[src/rtl/collision_pkg.sv]
// collision_pkg: shared types and constants for the collision detector.
//   state_t  - FSM encoding (IDLE/RUN/OVER)
//   *_DEF    - default car/object geometry
//   LIVES_W  - width of the lives counter
//   idx_w()  - channel index width, minimum 1 bit
package collision_pkg;

  typedef enum logic [1:0] {
    IDLE = 2'b00,
    RUN  = 2'b01,
    OVER = 2'b10
  } state_t;

  localparam int CAR_Y_DEF  = 70;
  localparam int CAR_W_DEF  = 20;
  localparam int CAR_H_DEF  = 20;
  localparam int POL_W_DEF  = 20;
  localparam int POL_H_DEF  = 20;
  localparam int COIN_W_DEF = 8;
  localparam int COIN_H_DEF = 8;
  localparam int LIVES_W    = 3;

  function automatic int idx_w(input int n);
    return (n > 1) ? $clog2(n) : 1;
  endfunction

endpackage

[src/rtl/collision_detector_if.sv]
// collision_detector_if: object/car inputs and hit/lives outputs of the
// collision detector.
//   master - game side: drives EnterEn, car and object channels
//   slave  - detector side: drives CoinEn/PoliceEn/hit_idx/lives/status
interface collision_detector_if
  import collision_pkg::*;
#(
  parameter int NUM_OBJ = 4,
  parameter int X_W     = 8,
  parameter int Y_W     = 7
);
  localparam int IDX_W = idx_w(NUM_OBJ);

  logic                   EnterEn;
  logic [X_W-1:0]         x_car;
  logic [NUM_OBJ*X_W-1:0] obj_x;
  logic [NUM_OBJ*Y_W-1:0] obj_y;
  logic [NUM_OBJ-1:0]     obj_valid;
  logic [NUM_OBJ-1:0]     obj_police;
  logic                   CoinEn;
  logic                   PoliceEn;
  logic [IDX_W-1:0]       hit_idx;
  logic [LIVES_W-1:0]     lives_left;
  logic                   GameOver;
  logic                   running;

  modport master (
    output EnterEn, x_car, obj_x, obj_y, obj_valid, obj_police,
    input  CoinEn, PoliceEn, hit_idx, lives_left, GameOver, running
  );

  modport slave (
    input  EnterEn, x_car, obj_x, obj_y, obj_valid, obj_police,
    output CoinEn, PoliceEn, hit_idx, lives_left, GameOver, running
  );
endinterface

[src/rtl/overlap_check.sv]
// overlap_check: combinational rectangle overlap of one object against the car.
//   x_car  - car left x
//   obj_x  - object left x, obj_y - object top y
//   police - selects police (1) or coin (0) object size
//   hit    - rectangles overlap (touching edges do not count)
// All sums run one bit wider than the widest coordinate so nothing wraps.
module overlap_check
  import collision_pkg::*;
#(
  parameter int X_W    = 8,
  parameter int Y_W    = 7,
  parameter int CAR_Y  = CAR_Y_DEF,
  parameter int CAR_W  = CAR_W_DEF,
  parameter int CAR_H  = CAR_H_DEF,
  parameter int POL_W  = POL_W_DEF,
  parameter int POL_H  = POL_H_DEF,
  parameter int COIN_W = COIN_W_DEF,
  parameter int COIN_H = COIN_H_DEF
) (
  input  logic [X_W-1:0] x_car,
  input  logic [X_W-1:0] obj_x,
  input  logic [Y_W-1:0] obj_y,
  input  logic           police,
  output logic           hit
);
  localparam int W = ((X_W > Y_W) ? X_W : Y_W) + 1;

  logic [W-1:0] cx, ox, oy, ow, oh;

  always_comb begin
    cx  = W'(x_car);
    ox  = W'(obj_x);
    oy  = W'(obj_y);
    ow  = police ? W'(POL_W) : W'(COIN_W);
    oh  = police ? W'(POL_H) : W'(COIN_H);
    hit = (ox < cx + W'(CAR_W)) && (cx < ox + ow) &&
          (oy < W'(CAR_Y + CAR_H)) && (W'(CAR_Y) < oy + oh);
  end
endmodule

[src/rtl/collision_detector.sv]
// collision_detector: car vs NUM_OBJ objects, one pulse per contact episode.
//   CLOCK_50 - clock, rising edge
//   KEY[0]   - synchronous active-low reset
//   bus      - collision_detector_if.slave (object inputs, hit/lives outputs)
// Optional macro HIT_COOLDOWN_EN: police immunity for COOLDOWN_CYC cycles
// after every police pulse.
module collision_detector
  import collision_pkg::*;
#(
  parameter int NUM_OBJ      = 4,
  parameter int X_W          = 8,
  parameter int Y_W          = 7,
  parameter int CAR_Y        = CAR_Y_DEF,
  parameter int CAR_W        = CAR_W_DEF,
  parameter int CAR_H        = CAR_H_DEF,
  parameter int POL_W        = POL_W_DEF,
  parameter int POL_H        = POL_H_DEF,
  parameter int COIN_W       = COIN_W_DEF,
  parameter int COIN_H       = COIN_H_DEF,
  parameter int LIVES        = 3,
  parameter int COOLDOWN_CYC = 25_000_000
) (
  input  logic       CLOCK_50,
  input  logic [0:0] KEY,
  collision_detector_if.slave bus
);
  localparam int IDX_W = idx_w(NUM_OBJ);

  state_t             state;
  logic [NUM_OBJ-1:0] ovl, seen, pend, pol_lat, newh, add, gnt;
  logic [IDX_W-1:0]   gidx;
  logic               gany, gpol;

  for (genvar g = 0; g < NUM_OBJ; g++) begin : g_ch
    overlap_check #(
      .X_W(X_W), .Y_W(Y_W), .CAR_Y(CAR_Y), .CAR_W(CAR_W), .CAR_H(CAR_H),
      .POL_W(POL_W), .POL_H(POL_H), .COIN_W(COIN_W), .COIN_H(COIN_H)
    ) u_ovl (
      .x_car (bus.x_car),
      .obj_x (bus.obj_x[g*X_W +: X_W]),
      .obj_y (bus.obj_y[g*Y_W +: Y_W]),
      .police(bus.obj_police[g]),
      .hit   (ovl[g])
    );
  end

  // Rising edge of (overlap & valid) per channel.
  assign newh = ovl & bus.obj_valid & ~seen;

`ifdef HIT_COOLDOWN_EN
  localparam int CD_W = $clog2(COOLDOWN_CYC + 1);
  logic [CD_W-1:0] cd_cnt;

  // Police contacts during immunity still mark seen, they just never pend.
  assign add = newh & ~(bus.obj_police & {NUM_OBJ{cd_cnt != '0}});

  always_ff @(posedge CLOCK_50) begin
    if (!KEY[0] || state != RUN) cd_cnt <= '0;
    else if (gany && gpol)       cd_cnt <= CD_W'(COOLDOWN_CYC);
    else if (cd_cnt != '0)       cd_cnt <= cd_cnt - 1'b1;
  end
`else
  assign add = newh;
`endif

  // Lowest pending channel wins.
  always_comb begin
    gnt  = '0;
    gidx = '0;
    gany = 1'b0;
    for (int i = 0; i < NUM_OBJ; i++) begin
      if (pend[i] && !gany) begin
        gnt[i] = 1'b1;
        gidx   = IDX_W'(i);
        gany   = 1'b1;
      end
    end
    gpol = |(gnt & pol_lat);
  end

  always_ff @(posedge CLOCK_50) begin
    if (!KEY[0]) begin
      state          <= IDLE;
      seen           <= '0;
      pend           <= '0;
      pol_lat        <= '0;
      bus.CoinEn     <= 1'b0;
      bus.PoliceEn   <= 1'b0;
      bus.hit_idx    <= '0;
      bus.lives_left <= LIVES_W'(LIVES);
      bus.GameOver   <= 1'b0;
      bus.running    <= 1'b0;
    end else begin
      bus.CoinEn   <= 1'b0;
      bus.PoliceEn <= 1'b0;
      case (state)
        RUN: begin
          seen    <= ovl & bus.obj_valid;
          pol_lat <= (pol_lat & ~add) | (bus.obj_police & add);
          pend    <= (pend & ~gnt) | add;
          if (gany) begin
            bus.hit_idx <= gidx;
            if (gpol) begin
              bus.PoliceEn <= 1'b1;
              if (bus.lives_left != '0) bus.lives_left <= bus.lives_left - 1'b1;
              if (bus.lives_left == LIVES_W'(1)) begin
                // Last life gone: anything still queued is dropped.
                state        <= OVER;
                pend         <= '0;
                bus.GameOver <= 1'b1;
                bus.running  <= 1'b0;
              end
            end else begin
              bus.CoinEn <= 1'b1;
            end
          end
        end
        IDLE, OVER: begin
          seen <= '0;
          pend <= '0;
          if (bus.EnterEn) begin
            state          <= RUN;
            bus.lives_left <= LIVES_W'(LIVES);
            bus.GameOver   <= 1'b0;
            bus.running    <= 1'b1;
          end
        end
        default: state <= IDLE;
      endcase
    end
  end
endmodule

[src/flat_wrapper.sv]
// flat-port wrapper written by rule: the top's interface ports become plain ports
module collision_detector_flat import collision_pkg::*;
#(
  parameter int NUM_OBJ      = 4,
  parameter int X_W          = 8,
  parameter int Y_W          = 7,
  parameter int CAR_Y        = CAR_Y_DEF,
  parameter int CAR_W        = CAR_W_DEF,
  parameter int CAR_H        = CAR_H_DEF,
  parameter int POL_W        = POL_W_DEF,
  parameter int POL_H        = POL_H_DEF,
  parameter int COIN_W       = COIN_W_DEF,
  parameter int COIN_H       = COIN_H_DEF,
  parameter int LIVES        = 3,
  parameter int COOLDOWN_CYC = 25_000_000
)
  (CLOCK_50, KEY, bus_EnterEn, bus_x_car, bus_obj_x, bus_obj_y, bus_obj_valid, bus_obj_police, bus_CoinEn, bus_PoliceEn, bus_hit_idx, bus_lives_left, bus_GameOver, bus_running);
  collision_detector_if #(.NUM_OBJ(NUM_OBJ), .X_W(X_W), .Y_W(Y_W)) bus_i ();
  input  logic CLOCK_50;
  input  logic [0:0] KEY;
  input wire logic [$bits(bus_i.EnterEn)-1:0] bus_EnterEn;
  input wire logic [$bits(bus_i.x_car)-1:0] bus_x_car;
  input wire logic [$bits(bus_i.obj_x)-1:0] bus_obj_x;
  input wire logic [$bits(bus_i.obj_y)-1:0] bus_obj_y;
  input wire logic [$bits(bus_i.obj_valid)-1:0] bus_obj_valid;
  input wire logic [$bits(bus_i.obj_police)-1:0] bus_obj_police;
  output wire logic [$bits(bus_i.CoinEn)-1:0] bus_CoinEn;
  output wire logic [$bits(bus_i.PoliceEn)-1:0] bus_PoliceEn;
  output wire logic [$bits(bus_i.hit_idx)-1:0] bus_hit_idx;
  output wire logic [$bits(bus_i.lives_left)-1:0] bus_lives_left;
  output wire logic [$bits(bus_i.GameOver)-1:0] bus_GameOver;
  output wire logic [$bits(bus_i.running)-1:0] bus_running;
  assign bus_i.EnterEn = bus_EnterEn;
  assign bus_i.x_car = bus_x_car;
  assign bus_i.obj_x = bus_obj_x;
  assign bus_i.obj_y = bus_obj_y;
  assign bus_i.obj_valid = bus_obj_valid;
  assign bus_i.obj_police = bus_obj_police;
  assign bus_CoinEn = bus_i.CoinEn;
  assign bus_PoliceEn = bus_i.PoliceEn;
  assign bus_hit_idx = bus_i.hit_idx;
  assign bus_lives_left = bus_i.lives_left;
  assign bus_GameOver = bus_i.GameOver;
  assign bus_running = bus_i.running;
  collision_detector #(.NUM_OBJ(NUM_OBJ), .X_W(X_W), .Y_W(Y_W), .CAR_Y(CAR_Y), .CAR_W(CAR_W), .CAR_H(CAR_H), .POL_W(POL_W), .POL_H(POL_H), .COIN_W(COIN_W), .COIN_H(COIN_H), .LIVES(LIVES), .COOLDOWN_CYC(COOLDOWN_CYC)) u_core (.CLOCK_50(CLOCK_50), .KEY(KEY), .bus(bus_i));
endmodule
[config.mk]
export PLATFORM = sky130hd
export DESIGN_NAME = collision_detector_flat
export DESIGN_NICKNAME = d
export VERILOG_FILES = /design/src/rtl/collision_pkg.sv /design/src/rtl/collision_detector_if.sv /design/src/rtl/overlap_check.sv /design/src/rtl/collision_detector.sv /design/src/flat_wrapper.sv
export SDC_FILE = /design/constraint.sdc
export NUM_CORES = 1
export LEC_CHECK = 0
export ABC_CLOCK_PERIOD_IN_PS = 3800
export BUFFER_PORTS_ARGS = -buffer_cell sky130_fd_sc_hd__buf_2
export CAP_MARGIN = 20
export CORE_UTILIZATION = 35
export DETAILED_ROUTE_END_ITERATION = 10
export PLACE_DENSITY = 0.62
export SLEW_MARGIN = 10
export SYNTH_ARGS = -nofsm -noshare
export SYNTH_HDL_FRONTEND = slang
export SYNTH_SLANG_ARGS = --single-unit
[constraint.sdc]
create_clock -name CLOCK_50 -period 3.8 [get_ports CLOCK_50]
set_input_delay 0.57 -clock CLOCK_50 [delete_from_list [all_inputs] [get_ports CLOCK_50]]
set_output_delay 0.57 -clock CLOCK_50 [all_outputs]
set_load 0.005 [all_outputs]
Yosys cells after proc, flatten, opt, wreduce, memory -nomap -nowiden
Index checks and enable logic that the tools add are counted.
{ "op_classes": {"add_sub_neg": 10, "magnitude_cmp": 16, "n_eq_ne": 8, "n_mux": 41, "n_bitwise": 11, "n_reduce_logical": 28} }
{ "op_table": {"columns": ["operator", "count"], "rows": [
  ["less-than comparator 8 x 9 -> 1 bit", 8],
  ["less-than comparator 7 bit (second input constant)", 4],
  ["adder 7 x 9 -> 9 bit", 3],
  ["adder 8 x 9 -> 9 bit", 3],
  ["less-than comparator 7 x 9 -> 1 bit (first input constant)", 3],
  ["bitwise AND 4 bit", 6],
  ["two-way mux 5 bit", 4],
  ["two-way mux 1 bit", 18],
  ["one-hot mux 4 bit (2 select lines)", 2],
  ["logical AND 1 bit", 15],
  ["two-way mux 2 bit", 6],
  ["two-way mux 3 bit", 4],
  ["two-way mux 4 bit", 3],
  ["inverter 4 bit", 3],
  ["AND reduction 5 bit", 2],
  ["adder 8 x 5 -> 9 bit", 1],
  ["adder 8 x 5 -> 9 bit (second input constant)", 1],
  ["adder 7 x 5 -> 8 bit", 1],
  ["less-than comparator 7 x 8 -> 1 bit (first input constant)", 1],
  ["!= test 2 x 1 -> 1 bit (second input constant)", 4],
  ["OR 4 bit", 2],
  ["one-hot mux 3 bit (2 select lines)", 1],
  ["one-hot mux 1 bit (2 select lines)", 2],
  ["one-hot mux 2 bit (2 select lines)", 1],
  ["other kinds (14)", 16]
]} }
{ "word_totals": {"register_bits": 23, "in_bits": 79, "word_cells": 124} }

Longest topological paths before layout
{ "logic_depth": {"word_depth": 17, "ltp_mapped": 13, "depth_no_buf": 13} }

By module
A second synthesis with hierarchy kept.
{ "unflattened": {"hier_cells": 462, "hier_area_um2": 3842.4} }
{ "by_module_without_submodules": {"columns": ["mod", "instances", "cells_per_inst", "area_per_inst_um2"], "rows": [
  ["overlap_check at u_core.g_ch[1].u_ovl ...", 2, 84, 681.9],
  ["collision_detector", 1, 122, 1088.5],
  ["overlap_check at u_core.g_ch[3].u_ovl", 1, 88, 714.4],
  ["overlap_check at u_core.g_ch[0].u_ovl", 1, 84, 675.6]
]} }

Worst setup path after synthesis
OpenSTA, ideal clock, no wires.
{ "synth_path": {"path_type": "in2reg", "start": "in bus_obj_police[0]", "end": "reg with a tool-made name", "setup_time_ns": 0.072, "t_arrival_ns": 3.074, "setup_slack_ns": 0.654, "stages": 13, "cell_sequence": "ha_1 > inv_1 > fa_1 > nor2b_1 > o21ai_0 > xor2_1 > ha_1 > and3_1 > a221o_1 > a31oi_1 > nor2_1 > nor4_1 > mux2i_1"} }
{ "synth_lines": {"columns": ["item", "line", "source"], "rows": [
  ["from (decl)", "flat_wrapper.sv:26", "input wire logic [$bits(bus_i.obj_police)-1:0] bus_obj_police;"]
]} }

==> results.md <==
* Largest family of logic cells by synthesized area: adder cells
* CP Launch Type: primary input
* Adder-cell share of the synthesized area at between 30% and 40%
* HP Class: reg2reg
* Post-synth top area share at between 20 and 30%
* Crit path max-delay cell type: fa_1
* Setup violators final at 0
* Global routing's busiest layer: met2
* Placed Area at between 0.004 and 0.005 mm2
* Synth cell count leaders: 84 x ha_1, 40 x inv_1, 29 x a21oi_1, 28 x nand2_1, 25 x o21ai_0
* Max Slew Vio Count at 0
* Number of flops mapped to enable cells by yosys at 0
* R2r setup slk at roughly 1.7 ns
* CTS tree: built
* Peak VDD IR at between 0.0001 and 0.00015 V
* Ratio of cells with drive above 1 in the final layout at 19.2%
* Hold WS at 0.464 ns
* Pleak at 0.00209 uW
* Skew final at approximately 0.0049 ns
* FF+latch count, synth at 23
* Most common cell in the netlist: ha_1
* Core box area at 0.00986 mm2
* Outcome: finished, final reports clean
* WP data required at 4.00 ns
* Vias in the first global route at 3137
* Mux contribution to synthesized area at 2.26%
* Crit path arrival time at 3.51 ns
* GR Overflow Total at 0
* Inst Count DP at 645
* Post-Route WL at 9010 um
* Critical path's largest stage delay at ~0.40 ns
* PortBufs at 87
* CTS resizes at 0
* HPWL Detailed at 7670 um
* CP Class: in2reg
* NumNets Final at 688
* GR Util met3 at 1.08%
* Number of remaining DRC errors at 0
* Synth area leaders: ha_1 29%, dfxtp_1 13%, fa_1 4.5%, xor2_1 4.4%, inv_1 4.2%
* Routed Antenna Nets at 0
* Pre-CTS setup slack at ~0.20 ns
* Initial Util at 36.5%
* Area grow syn2layout at 17.6%
* Post-synthesis compound-gate area fraction at 24.1%
* Fillers at 953
* Seq/Total Area, Yosys at between 10% and 20%
* Ys Warns at 0
* Num rows at 36
* Mapped cell area at 0.00360 mm2
* Initial drt markers at 156
* Clock transition at path regs at 0.08 ns
* Hold_buf cts at 0
* CTS Buf Count at 3
* Largest net degree at the start of global routing at 20
* Setup Fix Bufs, Post-CTS at 0
* Hold Vio Cnt, Final at 0
* Slew @ Worst Pin at 0.560 ns
* Max_slew headroom at 62.6%
* GRT Resource Usage Total at 17.1%
* Post-Syn Nets at 600
* Power per cell area at 200 mW/mm2
* Die footprint at 0.0107 mm2
* Setup_tns at 0 ns
* MaxCap Viol Count at 0
* Die W at 103 um
* Post-Synthesis Cells at 429
* Root buffer cell: clkbuf_8
* Final worst slack at 0.495 ns
* Maximum net fanout on the critical path at 8
* I/O pin count at 88
* Routed wire per std cell at 13.9 um
* Routability cong. at 0.855
* Num Clock Sinks at 23
* Syn Area/Cell at 8.39 um2
* Critical path cell sequence: buf_2, ha_1, inv_1, fa_1, nor2b_1, o21ai_0, xor2_1, ha_1, and3_1, a221o_1, a31oi_1, nor2_1, nor4_1, mux2i_1
* Die height at 103 um
* Xor and xnor area share after synthesis at 5.84%
* Family with the most delay on the worst path: adder cells
* Main flop type after synthesis: dfxtp_1
* Clock Latency Late Sink at roughly 0.26 ns
* Met1 usage at a little under a quarter
* Routed vias at 3431
* Library cells used by synthesis at 54
* Simple-gate area share of the yosys netlist at 16.7%
* Shortest period the worst path allows at 3.31 ns
* Async SR Flop Fraction at 0%
* Post-route cell area at 0.00423 mm2
* Ant. Diodes at 0
* CTS H-Tree Depth at 1
* Post-Layout Cell Count at 649
* First-pass GRT wire length at 14400 um
* RSZ-0062 raised after global routing: no
* CP most frequent cell: ha_1
* Worst-case clock buffer depth at 2
* TritonRoute pass-1 iters at 4
* GR Util met2 at 29.5%
* Area leader, netlist: ha_1
* CP endpoint kind: flop
* Avg Vias per Cell at 5.29
* Fmax at 0.303 GHz
* Tcrit/Tclk final at around 87%
* Initial antenna violation count at 0
* WP buf/inv at 2
[power breakdown]
part / leakage, uW / total (uW) / switching [uW] / internal (uW)
Sequential: 0.000186 / 250 / 4.56 / 245
Clock: 0.0000255 / 152 / 78.4 / 73.2
Combinational: 0.00188 / 445 / 244 / 201
Total: 0.00209 / 847 / 327 / 520
[metal layers]
| layer | vias to the layer above | part of all wire, % | routed length (um) |
|---|---|---|---|
| met4 | 0 | 0.60 | 54 |
| met2 | 83 | 45 | 4100 |
| met3 | 7 | 4.3 | 389 |
| met5 | - | 0 | 0 |
| met1 | 1576 | 50 | 4470 |
| li1 | 1765 | - | - |
[final cells by class]
class	instances	area (um2)	area share, %
clock inverters	1	5.00	0.118
well taps	133	166	3.93
multi-input cells	362	2970	70.2
inverters	40	150	3.55
repair buffers	87	435	10.3
clock buffers	3	41.3	0.976
flip-flops and latches	23	460	10.9
[metrics by stage]
stage          power, uW  util (%)
4_1_cts              854      42.9
3_3_place_gp         680      42.4
2_1_floorplan        548         -
3_5_place_dp         699      42.4
6_report             847      42.9
5_1_grt              926      42.9
[final timing paths]
path                                                end                    startpoint  cells past startpoint
setup / recovery                                   flop             bus_obj_police[0]                     14
hold / removal                                     flop                          flop                      2
setup reg to reg  u_core.bus.lives_left[2]$_SDFFE_PN0P_  u_core.state[1]$_SDFFE_PN0P_                      6
hold reg to reg                                    flop                          flop                      2
[kinds of logic (layout without fill, tap and decap cells)]
kind of cell / count (synthesis) / count (layout)
and+or+nand+nor: 113 / 113
muxes: 8 / 8
adders and majority gates: 92 / 92
AOI/OAI and AO/OA: 125 / 125
buffers and inverters: 44 / 131
DFF: 23 / 23
xor gates and xnor gates: 24 / 24
[worst min-delay path: stages (launching register included)]
cell and delay (ns):
dfxtp_1 0.32, nand2_1 0.05, mux2i_1 0.06
[cells in the final DEF, fill, tap and decap left out, drive strengths merged, types with 6 or more instances in the layout]
master / n
a21oi: 29
or3: 6
mux2i: 7
o2111ai: 10
buf: 87
nand2: 28
o21a: 6
o211ai: 9
ha: 84
xor2: 18
dfxtp: 23
a211oi: 7
nand2b: 10
inv: 40
nor2b: 7
a21o: 11
nand3: 7
nor2: 19
fa: 8
xnor2: 6
o21ai: 25
Note: power is estimated with default switching activity, not from simulation.
